`src/rtl/stopwatch_ctrl.sv`:
```
// -----------------------------------------------------------------------------
// stopwatch_ctrl
//
// Single-clock sequencer for the stopwatch BCD counter/display datapath.
// It conditions the clear (R) and start/pause (P) buttons and runs the
// CLEAR/RUN/PAUSE/DONE control FSM. It also produces the count-tick enable,
// the counter clear request, the latched mode/preload and the display digit
// scan select. The downstream counter and display mux therefore need no
// second clock.
//
// Parameters
//   TICK_DIV : c_clk cycles per count tick (>= 2)
//   SCAN_DIV : c_clk cycles per display digit step (>= 2)
//
// Ports
//   c_clk    in   system clock, all state moves on the rising edge
//   R_n      in   asynchronous active-low reset
//   R        in   clear button, active high, asynchronous to c_clk
//   P        in   start/pause button, active high, asynchronous to c_clk
//   sel[1:0] in   mode: 0 up from 00.00, 1 up from preload,
//                       2 down from 99.99, 3 down from preload
//   load[7:0] in  preload BCD digits {tens, units}
//   C[15:0]  in   current BCD count fed back from the counter
//   cnt_clr  out  counter clear/preload request (level, high in CLEAR)
//   cnt_en   out  one-cycle count enable
//   mode     out  sel latched while in CLEAR
//   load_q   out  load latched while in CLEAR
//   scan_sel out  digit index being driven, stepping 0,3,2,1,0...
//   running  out  high in RUN
//   done     out  high in DONE
// -----------------------------------------------------------------------------
module stopwatch_ctrl #(
  parameter int unsigned TICK_DIV = 1000000,
  parameter int unsigned SCAN_DIV = 100000
) (
  input  logic        c_clk,
  input  logic        R_n,
  input  logic        R,
  input  logic        P,
  input  logic [1:0]  sel,
  input  logic [7:0]  load,
  input  logic [15:0] C,
  output logic        cnt_clr,
  output logic        cnt_en,
  output logic [1:0]  mode,
  output logic [7:0]  load_q,
  output logic [1:0]  scan_sel,
  output logic        running,
  output logic        done
);

  localparam int TDW = $clog2(TICK_DIV);
  localparam int SDW = $clog2(SCAN_DIV);
  localparam logic [TDW-1:0] TDIV_MAX = TDW'(TICK_DIV - 1);
  localparam logic [SDW-1:0] SDIV_MAX = SDW'(SCAN_DIV - 1);

  typedef enum logic [1:0] {
    S_CLEAR = 2'd0,
    S_RUN   = 2'd1,
    S_PAUSE = 2'd2,
    S_DONE  = 2'd3
  } state_t;

  // ---------------------------------------------------------------------------
  // Button conditioning: two-flop synchronizers, plus an edge register on P
  // so a held P yields exactly one pulse.
  // ---------------------------------------------------------------------------
  logic r_meta_q, r_s_q;
  logic p_meta_q, p_s_q, p_s_d_q;
  logic p_pulse;

  always_ff @(posedge c_clk or negedge R_n) begin
    if (!R_n) begin
      r_meta_q <= 1'b0;
      r_s_q    <= 1'b0;
      p_meta_q <= 1'b0;
      p_s_q    <= 1'b0;
      p_s_d_q  <= 1'b0;
    end else begin
      r_meta_q <= R;
      r_s_q    <= r_meta_q;
      p_meta_q <= P;
      p_s_q    <= p_meta_q;
      p_s_d_q  <= p_s_q;
    end
  end

  assign p_pulse = p_s_q & ~p_s_d_q;

  // ---------------------------------------------------------------------------
  // Mode / preload latch: transparent each cycle in CLEAR, frozen otherwise,
  // so a sel change mid-run only takes effect after the next clear.
  // ---------------------------------------------------------------------------
  logic [1:0] mode_q;
  logic [7:0] load_lat_q;
  state_t     state_q, state_d;

  always_ff @(posedge c_clk or negedge R_n) begin
    if (!R_n) begin
      mode_q     <= 2'd0;
      load_lat_q <= 8'd0;
    end else if (state_q == S_CLEAR) begin
      mode_q     <= sel;
      load_lat_q <= load;
    end
  end

  // Up modes stop at 99.99, down modes stop at 00.00.
  logic terminal;
  assign terminal = mode_q[1] ? (C == 16'h0000) : (C == 16'h9999);

  // ---------------------------------------------------------------------------
  // Control FSM. Clear has priority over start/pause everywhere. When the
  // terminal count and a P pulse land together in RUN, PAUSE wins; terminal
  // is looked at again on the first RUN cycle after resume.
  // ---------------------------------------------------------------------------
  always_comb begin
    state_d = state_q;
    unique case (state_q)
      S_CLEAR: begin
        if (!r_s_q && p_pulse) state_d = S_RUN;
      end
      S_RUN: begin
        if (r_s_q)         state_d = S_CLEAR;
        else if (p_pulse)  state_d = S_PAUSE;
        else if (terminal) state_d = S_DONE;
      end
      S_PAUSE: begin
        if (r_s_q)        state_d = S_CLEAR;
        else if (p_pulse) state_d = S_RUN;
      end
      S_DONE: begin
        if (r_s_q) state_d = S_CLEAR;
      end
      default: state_d = S_CLEAR;
    endcase
  end

  // State and its decoded flags are registered together so the outputs come
  // straight from flops.
  logic clr_q, run_q, done_q;

  always_ff @(posedge c_clk or negedge R_n) begin
    if (!R_n) begin
      state_q <= S_CLEAR;
      clr_q   <= 1'b1;
      run_q   <= 1'b0;
      done_q  <= 1'b0;
    end else begin
      state_q <= state_d;
      clr_q   <= (state_d == S_CLEAR);
      run_q   <= (state_d == S_RUN);
      done_q  <= (state_d == S_DONE);
    end
  end

  // ---------------------------------------------------------------------------
  // Tick prescaler. Holding in PAUSE/DONE keeps the fractional tick, so a
  // pause/resume does not lose or gain time.
  // ---------------------------------------------------------------------------
  logic [TDW-1:0] tdiv_q;

  always_ff @(posedge c_clk or negedge R_n) begin
    if (!R_n) begin
      tdiv_q <= '0;
    end else begin
      unique case (state_q)
        S_CLEAR: tdiv_q <= '0;
        S_RUN:   tdiv_q <= (tdiv_q == TDIV_MAX) ? '0 : tdiv_q + TDW'(1);
        default: tdiv_q <= tdiv_q;
      endcase
    end
  end

  // Suppressed at terminal so the count never runs past 99.99 / 00.00.
  assign cnt_en = run_q && (tdiv_q == TDIV_MAX) && !terminal;

  // ---------------------------------------------------------------------------
  // Display scan: free-running in every state, digit index counts down.
  // ---------------------------------------------------------------------------
  logic [SDW-1:0] scnt_q;
  logic [1:0]     scan_sel_q;

  always_ff @(posedge c_clk or negedge R_n) begin
    if (!R_n) begin
      scnt_q     <= '0;
      scan_sel_q <= 2'd0;
    end else if (scnt_q == SDIV_MAX) begin
      scnt_q     <= '0;
      scan_sel_q <= scan_sel_q - 2'd1;
    end else begin
      scnt_q     <= scnt_q + SDW'(1);
    end
  end

  assign cnt_clr  = clr_q;
  assign running  = run_q;
  assign done     = done_q;
  assign mode     = mode_q;
  assign load_q   = load_lat_q;
  assign scan_sel = scan_sel_q;

endmodule

```
`config.mk`:
```
export PLATFORM = sky130hd
export DESIGN_NAME = stopwatch_ctrl
export DESIGN_NICKNAME = d
export VERILOG_FILES = /design/src/rtl/stopwatch_ctrl.sv
export SDC_FILE = /design/constraint.sdc
export NUM_CORES = 1
export LEC_CHECK = 0
export BUFFER_PORTS_ARGS = -buffer_cell sky130_fd_sc_hd__buf_4
export CORE_MARGIN = 2
export CORE_UTILIZATION = 50
export CTS_BUF_LIST = sky130_fd_sc_hd__clkbuf_16
export DETAILED_ROUTE_END_ITERATION = 8
export GPL_TIMING_DRIVEN = 0
export MAX_ROUTING_LAYER = met4
export PLACE_DENSITY = 0.77
export SLEW_MARGIN = 20
export SYNTH_ARGS = -nofsm -noshare
export SYNTH_HDL_FRONTEND = slang
export SYNTH_SLANG_ARGS = --single-unit
```
`constraint.sdc`:
```
create_clock -name c_clk -period 2 [get_ports c_clk]
set_input_delay 0.4 -clock c_clk [delete_from_list [all_inputs] [get_ports c_clk]]
set_output_delay 0.4 -clock c_clk [all_outputs]
set_load 0.02 [all_outputs]
```
==> impl_metrics.yaml, run 1 <==
run_status:
  run_status: "finished with violations"
  violations: "setup timing"
power:
  power.share.clock_pct: 50.2
  vdd.ir_drop.worst_v: 0.000766
  power_leakage_nw: 1.70
  power_share_of_the_sequential_group_pct: 41.2
  power_per_cell_area_nw_per_um2: 800
  switching_share_pct: 23.3
  pwr-share-comb_pct: 8.6
  report.power.total_mw: 3.04
  switching_power_mw: 0.707
  internal_power_mw: 2.33
synthesis:
  synth_sequential_area_ratio_pct: 51.9
  yosys.area.top_type_share_pct: 50.9
  synth.area.top_cells: "sky130_fd_sc_hd__dfrtp_1 51%, sky130_fd_sc_hd__mux2_2 4.7%, sky130_fd_sc_hd__xnor2_1 3.4%"
  synthesized_netlist_net_count: 299
  ys_warn_count: 0
  ys.flop_type: "sky130_fd_sc_hd__dfrtp_1"
  synth-edff-count: 0
  postSynthCellCount: 267
  ys_types: 53
  synth.most_common_cell: "sky130_fd_sc_hd__dfrtp_1"
  synthesis.area_per_instance_um2: 10.7
  combinational_family_with_the_most_area_after_synthesis: "simple AND/OR/NAND/NOR gates"
  yosys-mux-area-fraction_pct: 5.49
  synth-simple-area-share_pct: 22.5
  yosysTopAreaCell: "sky130_fd_sc_hd__dfrtp_1"
  postSynth.asyncResetShare_pct: 100
  ys_top_cells_by_count: "58 x sky130_fd_sc_hd__dfrtp_1, 25 x sky130_fd_sc_hd__nor2_1, 16 x sky130_fd_sc_hd__nand3_1, 15 x sky130_fd_sc_hd__nand2_1, 13 x sky130_fd_sc_hd__nand4_1"
  synth_xor_xnor_area_share_pct: 5.23
  synth_compound_gate_area_share_pct: 11.3
  ys_seq_elements: 59
  netlist_area_um2: 2850
  synth-adder-area-share_pct: 0.878
die:
  design.portCount: 46
  start_util_pct: 51.7
  dieHeight_um: 79.5
  die_w_um: 79.5
  row_count: 27
  fp.dieArea_um2: 6320
  placeableCoreArea_um2: 5510
cts:
  ctsHtreeMaxLevel: 3
  numCtsBuffers: 9
  root_buffer: "sky130_fd_sc_hd__clkbuf_16"
  cts_sinks: 59
  cts.clk_slew.worst_paths_ns: 0.06
  cts_hold_buf: 0
  worst_skew_pair.late_latency_ns: 0.33
  clock_tree_from_tritoncts: "yes"
  cts_buffer_depth: 2
timing:
  final.min_clock_period_ns: 2.19
  clock_skew_ns: 0.00770
  final.hold.worst_slack_ns: 0.134
  timing.final.setup_violations: 3
  final_worst_setup_slack_ns: -0.190
  slew_of_the_pin_with_the_lowest_slew_margin_ns: 0.721
  hold_violations: 0
  min_period_over_period_pct: 110
  max_freq_mhz: 457
  final-max-slew-violation-count: 0
  timing.slew.headroom_pct: 51.9
  grt_setup_unrepaired: "true"
worst_setup_path:
  critPathMaxFanout: 2
  critical_path_class: "reg2out"
  worst-r2r-setup-slack_ns: 0
  worstSetupStartpoint: "tdiv_q[17]"
  critPathBufInv: 1
  timing.rr.end: "tdiv_q[16]"
  worstReg2RegStart: "tdiv_q[12]"
  worstPathArrival_ns: 1.79
  rr_worst_depth: 8
  timing.critical_path.to: "cnt_en"
  crit_path_end_kind: "output pin"
  setup.worst_path.start_class: "flop"
  worst_ep_required_time_ns: 1.60
  cp_num_cells: 5
  standard_cell_with_the_maximum_stage_delay_on_the_critical_path: "sky130_fd_sc_hd__or4b_4"
  largest_stage_delay_on_the_critical_path_ns: 0.54
  path_cells: "nand3_2 > or4b_4 > nor3_4 > and3_1 > buf_6"
  cpLargestDelayFamily: "simple AND/OR/NAND/NOR gates"
grt:
  global_route_wire_length_before_repair_um: 10300
  grt_max_degree: 60
  grt_usage_pct: 22.0
  vias_in_the_first_global_route: 2347
  grt.overflow.total: 0
  grt_antenna_before_repair: 0
drt:
  dr_total_vias: 2383
  drc: 0
  post_drt_wl_per_cell_um: 15.5
  avgViaCountPerCell: 5.73
  initialDrtViolationCount: 131
  drt_wl_total_um: 6470
  firstDrtPassIters: 6
  route.antenna.remaining_nets: 0
placed_design:
  hpwlAfterDp_um: 4120
  globalplace.congestion: 0.839
  numPortBuffers: 45
  placed_area_um2: 3280
  numPlacedInstances: 384
  dp_slack_ns: -0.191
run:
  max_cap_violations: 0
final_layout:
  multiInputGateArea_um2: 1380
  layout-area-overhead-vs-synth_pct: 33.2
  finalNonFillerCells: 416
  nFillCells: 403
  antenna_diode_instance_count: 0
  sequential_cell_area_um2: 1480
  post-route-cell-area_um2: 3790
  final_stage_net_count: 371
  final_layout_size_suffix_gt1_share_pct: 33.7
hold_path:
  hold_path.class: "in2async"
## logic make-up after synthesis
logic type / Yosys count
and+or+nand+nor: 113
xor gates and xnor gates: 17
buffers and inverters: 16
adders and majority gates: 2
AOI/OAI and AO/OA: 46
DFF: 59
muxes: 14
## worst min path at each step
| stage | from | endpoint | slack, ns | cells past startpoint |
|---|---|---|---|---|
| finish | R_n | tdiv_q[17] | 0.13 | 1 |
| global placement | p_meta_q | p_s_q | 0.33 | 0 |
| CTS | R_n | tdiv_q[17] | 0.16 | 1 |
| detailed placement | p_meta_q | p_s_q | 0.33 | 0 |
| global route | P | p_meta_q | 0.16 | 1 |
| floorplan | R_n | done | 0.10 | 0 |
## cell type report
| type | instances | share of cell area (%) |
|---|---|---|
| buffer | 9 | 1.45 |
| clock buffer | 9 | 5.93 |
| timing repair buffer | 62 | 12.3 |
| sequential | 59 | 39.0 |
| inverter | 6 | 0.593 |
| clock inverter | 7 | 2.01 |
| tap | 72 | 2.37 |
| multi-input combinational | 192 | 36.3 |
## registers in the layout, summed over array words and instances, names as in the netlist, 2 cells and up
register,count
scnt_q,17
state_q,2
tdiv_q,20
load_q,8
mode,2
scan_sel,2
## repair_timing
action,in CTS,in global routing
pin swaps,8,4
buffers inserted,13,3
cloned,0,1
gates resized for setup,14,7
endpoints found under the setup margin,8,15
## power by group through the flow
stage          registers [mW]  logic [mW]  clock network (mW)
4_1_cts                  1.25       0.254                1.56
6_report                 1.25       0.263                1.52
3_5_place_dp             1.27       0.236                   0
2_1_floorplan            1.30      0.0775                   0
3_3_place_gp             1.27       0.233                   0
5_1_grt                  1.25       0.285                1.62
## through the flow
step	util [%]	setup TNS [ns]
6_report	68.9	-0.194
4_1_cts	67.7	-0.188
3_5_place_dp	59.5	-0.415
2_1_floorplan	-	0
3_3_place_gp	59.5	-0.246
5_1_grt	68.9	-0.670
## routing by layer
layer / wire length (um) / global-route usage, % / up-vias / part of all wire (%)
met5: 0 / - / - / 0
met4: 177 / 8.28 / 0 / 2.7
met3: 331 / 8.37 / 24 / 5.1
met2: 3320 / 34.8 / 76 / 51
met1: 2640 / 25.5 / 1157 / 41
li1: - / - / 1126 / -
## placed cells by master (no fill, tap or decap), types with 2 or more instances in the layout
cell	netlist	routed
sky130_fd_sc_hd__buf_4	1	61
sky130_fd_sc_hd__inv_6	0	2
sky130_fd_sc_hd__clkinvlp_4	0	2
sky130_fd_sc_hd__xor2_1	6	6
sky130_fd_sc_hd__or4b_1	4	2
sky130_fd_sc_hd__nor2b_1	5	5
sky130_fd_sc_hd__nand2_1	15	14
sky130_fd_sc_hd__a41oi_1	2	2
sky130_fd_sc_hd__nand3_1	16	15
sky130_fd_sc_hd__or3_1	3	3
sky130_fd_sc_hd__clkbuf_16	0	9
sky130_fd_sc_hd__a22o_1	7	7
sky130_fd_sc_hd__and4_1	2	2
sky130_fd_sc_hd__and3_1	3	3
sky130_fd_sc_hd__nand3_2	1	2
sky130_fd_sc_hd__dfrtp_1	58	56
sky130_fd_sc_hd__a21o_1	5	5
sky130_fd_sc_hd__or4b_4	0	2
sky130_fd_sc_hd__nor2_1	25	24
sky130_fd_sc_hd__nor4b_4	0	2
sky130_fd_sc_hd__xnor2_1	11	11
sky130_fd_sc_hd__nand2b_1	3	3
sky130_fd_sc_hd__nor3_1	7	6
sky130_fd_sc_hd__a21oi_1	6	4
sky130_fd_sc_hd__nor3_4	0	2
sky130_fd_sc_hd__dfrtp_2	0	2
sky130_fd_sc_hd__buf_2	4	3
sky130_fd_sc_hd__o21ai_0	5	5
sky130_fd_sc_hd__inv_1	6	6
sky130_fd_sc_hd__o21ai_1	6	6
sky130_fd_sc_hd__buf_1	2	2
sky130_fd_sc_hd__nand4_1	13	13
sky130_fd_sc_hd__a21oi_2	0	2
sky130_fd_sc_hd__mux2_2	12	12
sky130_fd_sc_hd__a31oi_1	4	4
sky130_fd_sc_hd__clkbuf_1	2	2
sky130_fd_sc_hd__nor4_1	5	5
sky130_fd_sc_hd__buf_6	1	3
Power figures use the tool's default switching activity.
==> inputs of run 2 (changes only) <==
--- a/config.mk
+++ b/config.mk
@@ -5,6 +5,7 @@
 export SDC_FILE = /design/constraint.sdc
 export NUM_CORES = 1
 export LEC_CHECK = 0
+export ABC_AREA = 1
 export BUFFER_PORTS_ARGS = -buffer_cell sky130_fd_sc_hd__buf_4
 export CORE_MARGIN = 2
 export CORE_UTILIZATION = 50
@@ -12,7 +13,7 @@
 export DETAILED_ROUTE_END_ITERATION = 8
 export GPL_TIMING_DRIVEN = 0
 export MAX_ROUTING_LAYER = met4
-export PLACE_DENSITY = 0.77
+export PLACE_DENSITY = 0.76
 export SLEW_MARGIN = 20
 export SYNTH_ARGS = -nofsm -noshare
 export SYNTH_HDL_FRONTEND = slang
==> run 2 against run 1 <==
The run now ends clean. Critical path depth did not move. Wire length rose by 14%. Highest routed layer unchanged. Sequential power barely moved.
==> impl_metrics.yaml, run 2 <==
timing:
  final.min_clock_period_ns: 1.97
  slew_of_the_pin_with_the_lowest_slew_margin_ns: 0.731
  final-max-slew-violation-count: 0
  min_period_over_period_pct: 98.3
  grt_setup_unrepaired: "true"
  timing.slew.headroom_pct: 51.3
  final_worst_setup_slack_ns: 0.0333
  final.hold.worst_slack_ns: 0.116
  hold_violations: 0
  setup_total_negative_slack_ns: 0
  clock_skew_ns: 0.00554
  max_freq_mhz: 508
  timing.final.setup_violations: 0
worst_setup_path:
  worstReg2RegStart: "tdiv_q[5]"
  setup.worst_path.start_class: "flop"
  worst-r2r-setup-slack_ns: 0.30
  rr_worst_depth: 9
  critical_path_class: "reg2out"
  timing.rr.end: "tdiv_q[1]"
  worstSetupStartpoint: "tdiv_q[5]"
  worstPathArrival_ns: 1.57
  crit_path_end_kind: "output pin"
  critPathMaxFanout: 5
  worst_ep_required_time_ns: 1.60
  timing.critical_path.to: "cnt_en"
final_layout:
  antenna_diode_instance_count: 0
  nFillCells: 484
  sequential_cell_area_um2: 1480
  final_layout_size_suffix_gt1_share_pct: 25.5
  layout_common_cells: "87 x sky130_fd_sc_hd__nand2_1, 57 x sky130_fd_sc_hd__buf_4, 56 x sky130_fd_sc_hd__dfrtp_1"
  layout_commonest_cell: "sky130_fd_sc_hd__nand2_1"
  final_stage_net_count: 493
  layout-area-overhead-vs-synth_pct: 26.9
  post-route-cell-area_um2: 4010
  largest-register: "tdiv_q"
  multiInputGateArea_um2: 1470
  largest_register_ff_count: 20
grt:
  vias_in_the_first_global_route: 2812
  grt_max_degree: 60
  grt.overflow.total: 0
  grt_usage_pct: 22.9
  grt_antenna_before_repair: 0
  global_route_wire_length_before_repair_um: 12600
die:
  row_count: 28
  fp.dieArea_um2: 6970
  start_util_pct: 52.5
  placeableCoreArea_um2: 6030
  dieHeight_um: 83.5
  design.portCount: 46
  die_w_um: 83.5
synthesis:
  ys_seq_elements: 59
  synth.most_common_cell: "sky130_fd_sc_hd__nand2_1"
  synth.area.top_cells: "sky130_fd_sc_hd__dfrtp_1 46%, sky130_fd_sc_hd__nand2_1 10%, sky130_fd_sc_hd__inv_1 6.4%"
  ys_types: 34
  synthesis.area_per_instance_um2: 8.02
  postSynthCellCount: 394
  yosys.area.top_type_share_pct: 45.9
  synth-edff-count: 0
  ys_warn_count: 0
  yosysTopAreaCell: "sky130_fd_sc_hd__dfrtp_1"
  ys_top_cells_by_count: "87 x sky130_fd_sc_hd__nand2_1, 58 x sky130_fd_sc_hd__dfrtp_1, 54 x sky130_fd_sc_hd__inv_1, 53 x sky130_fd_sc_hd__nor2_1, 33 x sky130_fd_sc_hd__nand3_1"
  ys.flop_type: "sky130_fd_sc_hd__dfrtp_1"
  postSynth.asyncResetShare_pct: 100
  synth_sequential_area_ratio_pct: 46.8
  synthesized_netlist_net_count: 426
  netlist_area_um2: 3160
power:
  power_leakage_nw: 1.93
  vdd.ir_drop.worst_v: 0.000650
  power_per_cell_area_nw_per_um2: 780
placed_design:
  numPortBuffers: 45
  placed_area_um2: 3590
  globalplace.congestion: 0.968
  dp_slack_ns: 0.197
  hpwlAfterDp_um: 5020
run_status:
  run_status: "finished clean"
drt:
  dr_total_vias: 2902
  route.antenna.remaining_nets: 0
  post_drt_wl_per_cell_um: 13.6
  avgViaCountPerCell: 5.36
  drt_wl_total_um: 7360
  firstDrtPassIters: 5
  drc: 0
  initialDrtViolationCount: 199
run:
  max_cap_violations: 0
cts:
  ctsHtreeMaxLevel: 3
  cts_hold_buf: 0
  clock_tree_from_tritoncts: "yes"
  root_buffer: "sky130_fd_sc_hd__clkbuf_16"
  cts.clk_slew.worst_paths_ns: 0.05
  numCtsBuffers: 9
  worst_skew_pair.late_latency_ns: 0.32
  cts_sinks: 59
  cts_buffer_depth: 2
hold_path:
  hold_path.class: "in2async"
[run 2: cell type report]
| class | count | share of cell area (%) |
|---|---|---|
| clock buffers | 9 | 5.61 |
| multi-input cells | 275 | 36.5 |
| repair buffers | 56 | 10.5 |
| well taps | 75 | 2.34 |
| clock inverters | 7 | 2.09 |
| inverters | 57 | 5.40 |
| flip-flops and latches | 59 | 36.9 |
| plain buffers | 3 | 0.655 |
[run 2: stage by stage]
step	util, %	std cells	total power, mW
finish	66.6	541	3.13
global route	66.6	541	3.23
CTS	65.1	531	3.15
detailed placement	59.6	514	1.54
global placement	59.6	514	1.53
floorplan	-	394	1.40
[run 2: report_power, final]
group	internal, mW	total, mW	leakage (nW)	switching (mW)
clock	1.07	1.60	0.152	0.525
sequential	1.24	1.26	0.767	0.0223
combinational	0.122	0.269	1.01	0.147
[run 2: logic make-up (layout without fill, tap and decap cells)]
| kind of cell | count (synthesis) | after routing | synth area share, % |
|---|---|---|---|
| AND/OR/NAND/NOR | 217 | 217 | 32.2 |
| buffers and inverters | 60 | 132 | 7.60 |
| flip-flops | 59 | 59 | 46.8 |
| AO/OA/AOI/OAI | 34 | 34 | 5.82 |
| XOR/XNOR | 13 | 13 | 3.60 |
| multiplexers | 9 | 9 | 3.21 |
| adder cells (fa/ha/maj) | 2 | 2 | 0.792 |
[run 2: timing repair]
action	in CTS	in global routing
hold endpoints to repair	0	0
endpoints found under the setup margin	1	1
setup buffers	1	10
gates resized for setup	2	10
gates cloned	0	0
pin swaps	2	5
[run 2: worst min path at each step]
| stage | start | to | cells after the start |
|---|---|---|---|
| after floorplan | R_n | done | 0 |
| after global placement | p_meta_q | p_s_q | 0 |
| after detailed placement | r_meta_q | r_s_q | 0 |
| after CTS | R_n | tdiv_q[5] | 1 |
| after global routing | R | r_meta_q | 1 |
| final | R_n | tdiv_q[5] | 1 |
[run 2: worst max-delay path: stages, from the launching register on]
cell and delay, ns:
sky130_fd_sc_hd__dfrtp_1 0.44, sky130_fd_sc_hd__nand2_2 0.14, sky130_fd_sc_hd__nor3_4 0.25, sky130_fd_sc_hd__nand4_1 0.11, sky130_fd_sc_hd__a21oi_1 0.14, sky130_fd_sc_hd__buf_4 0.16
[run 2: routing by layer]
| metal | track usage, % | vias to the layer above | share of wire [%] |
|---|---|---|---|
| met4 | 9.38 | 0 | 1.5 |
| met1 | 27.6 | 1386 | 42 |
| li1 | - | 1392 | - |
| met2 | 38.3 | 113 | 52 |
| met3 | 4.15 | 11 | 5.1 |
| met5 | - | - | 0 |
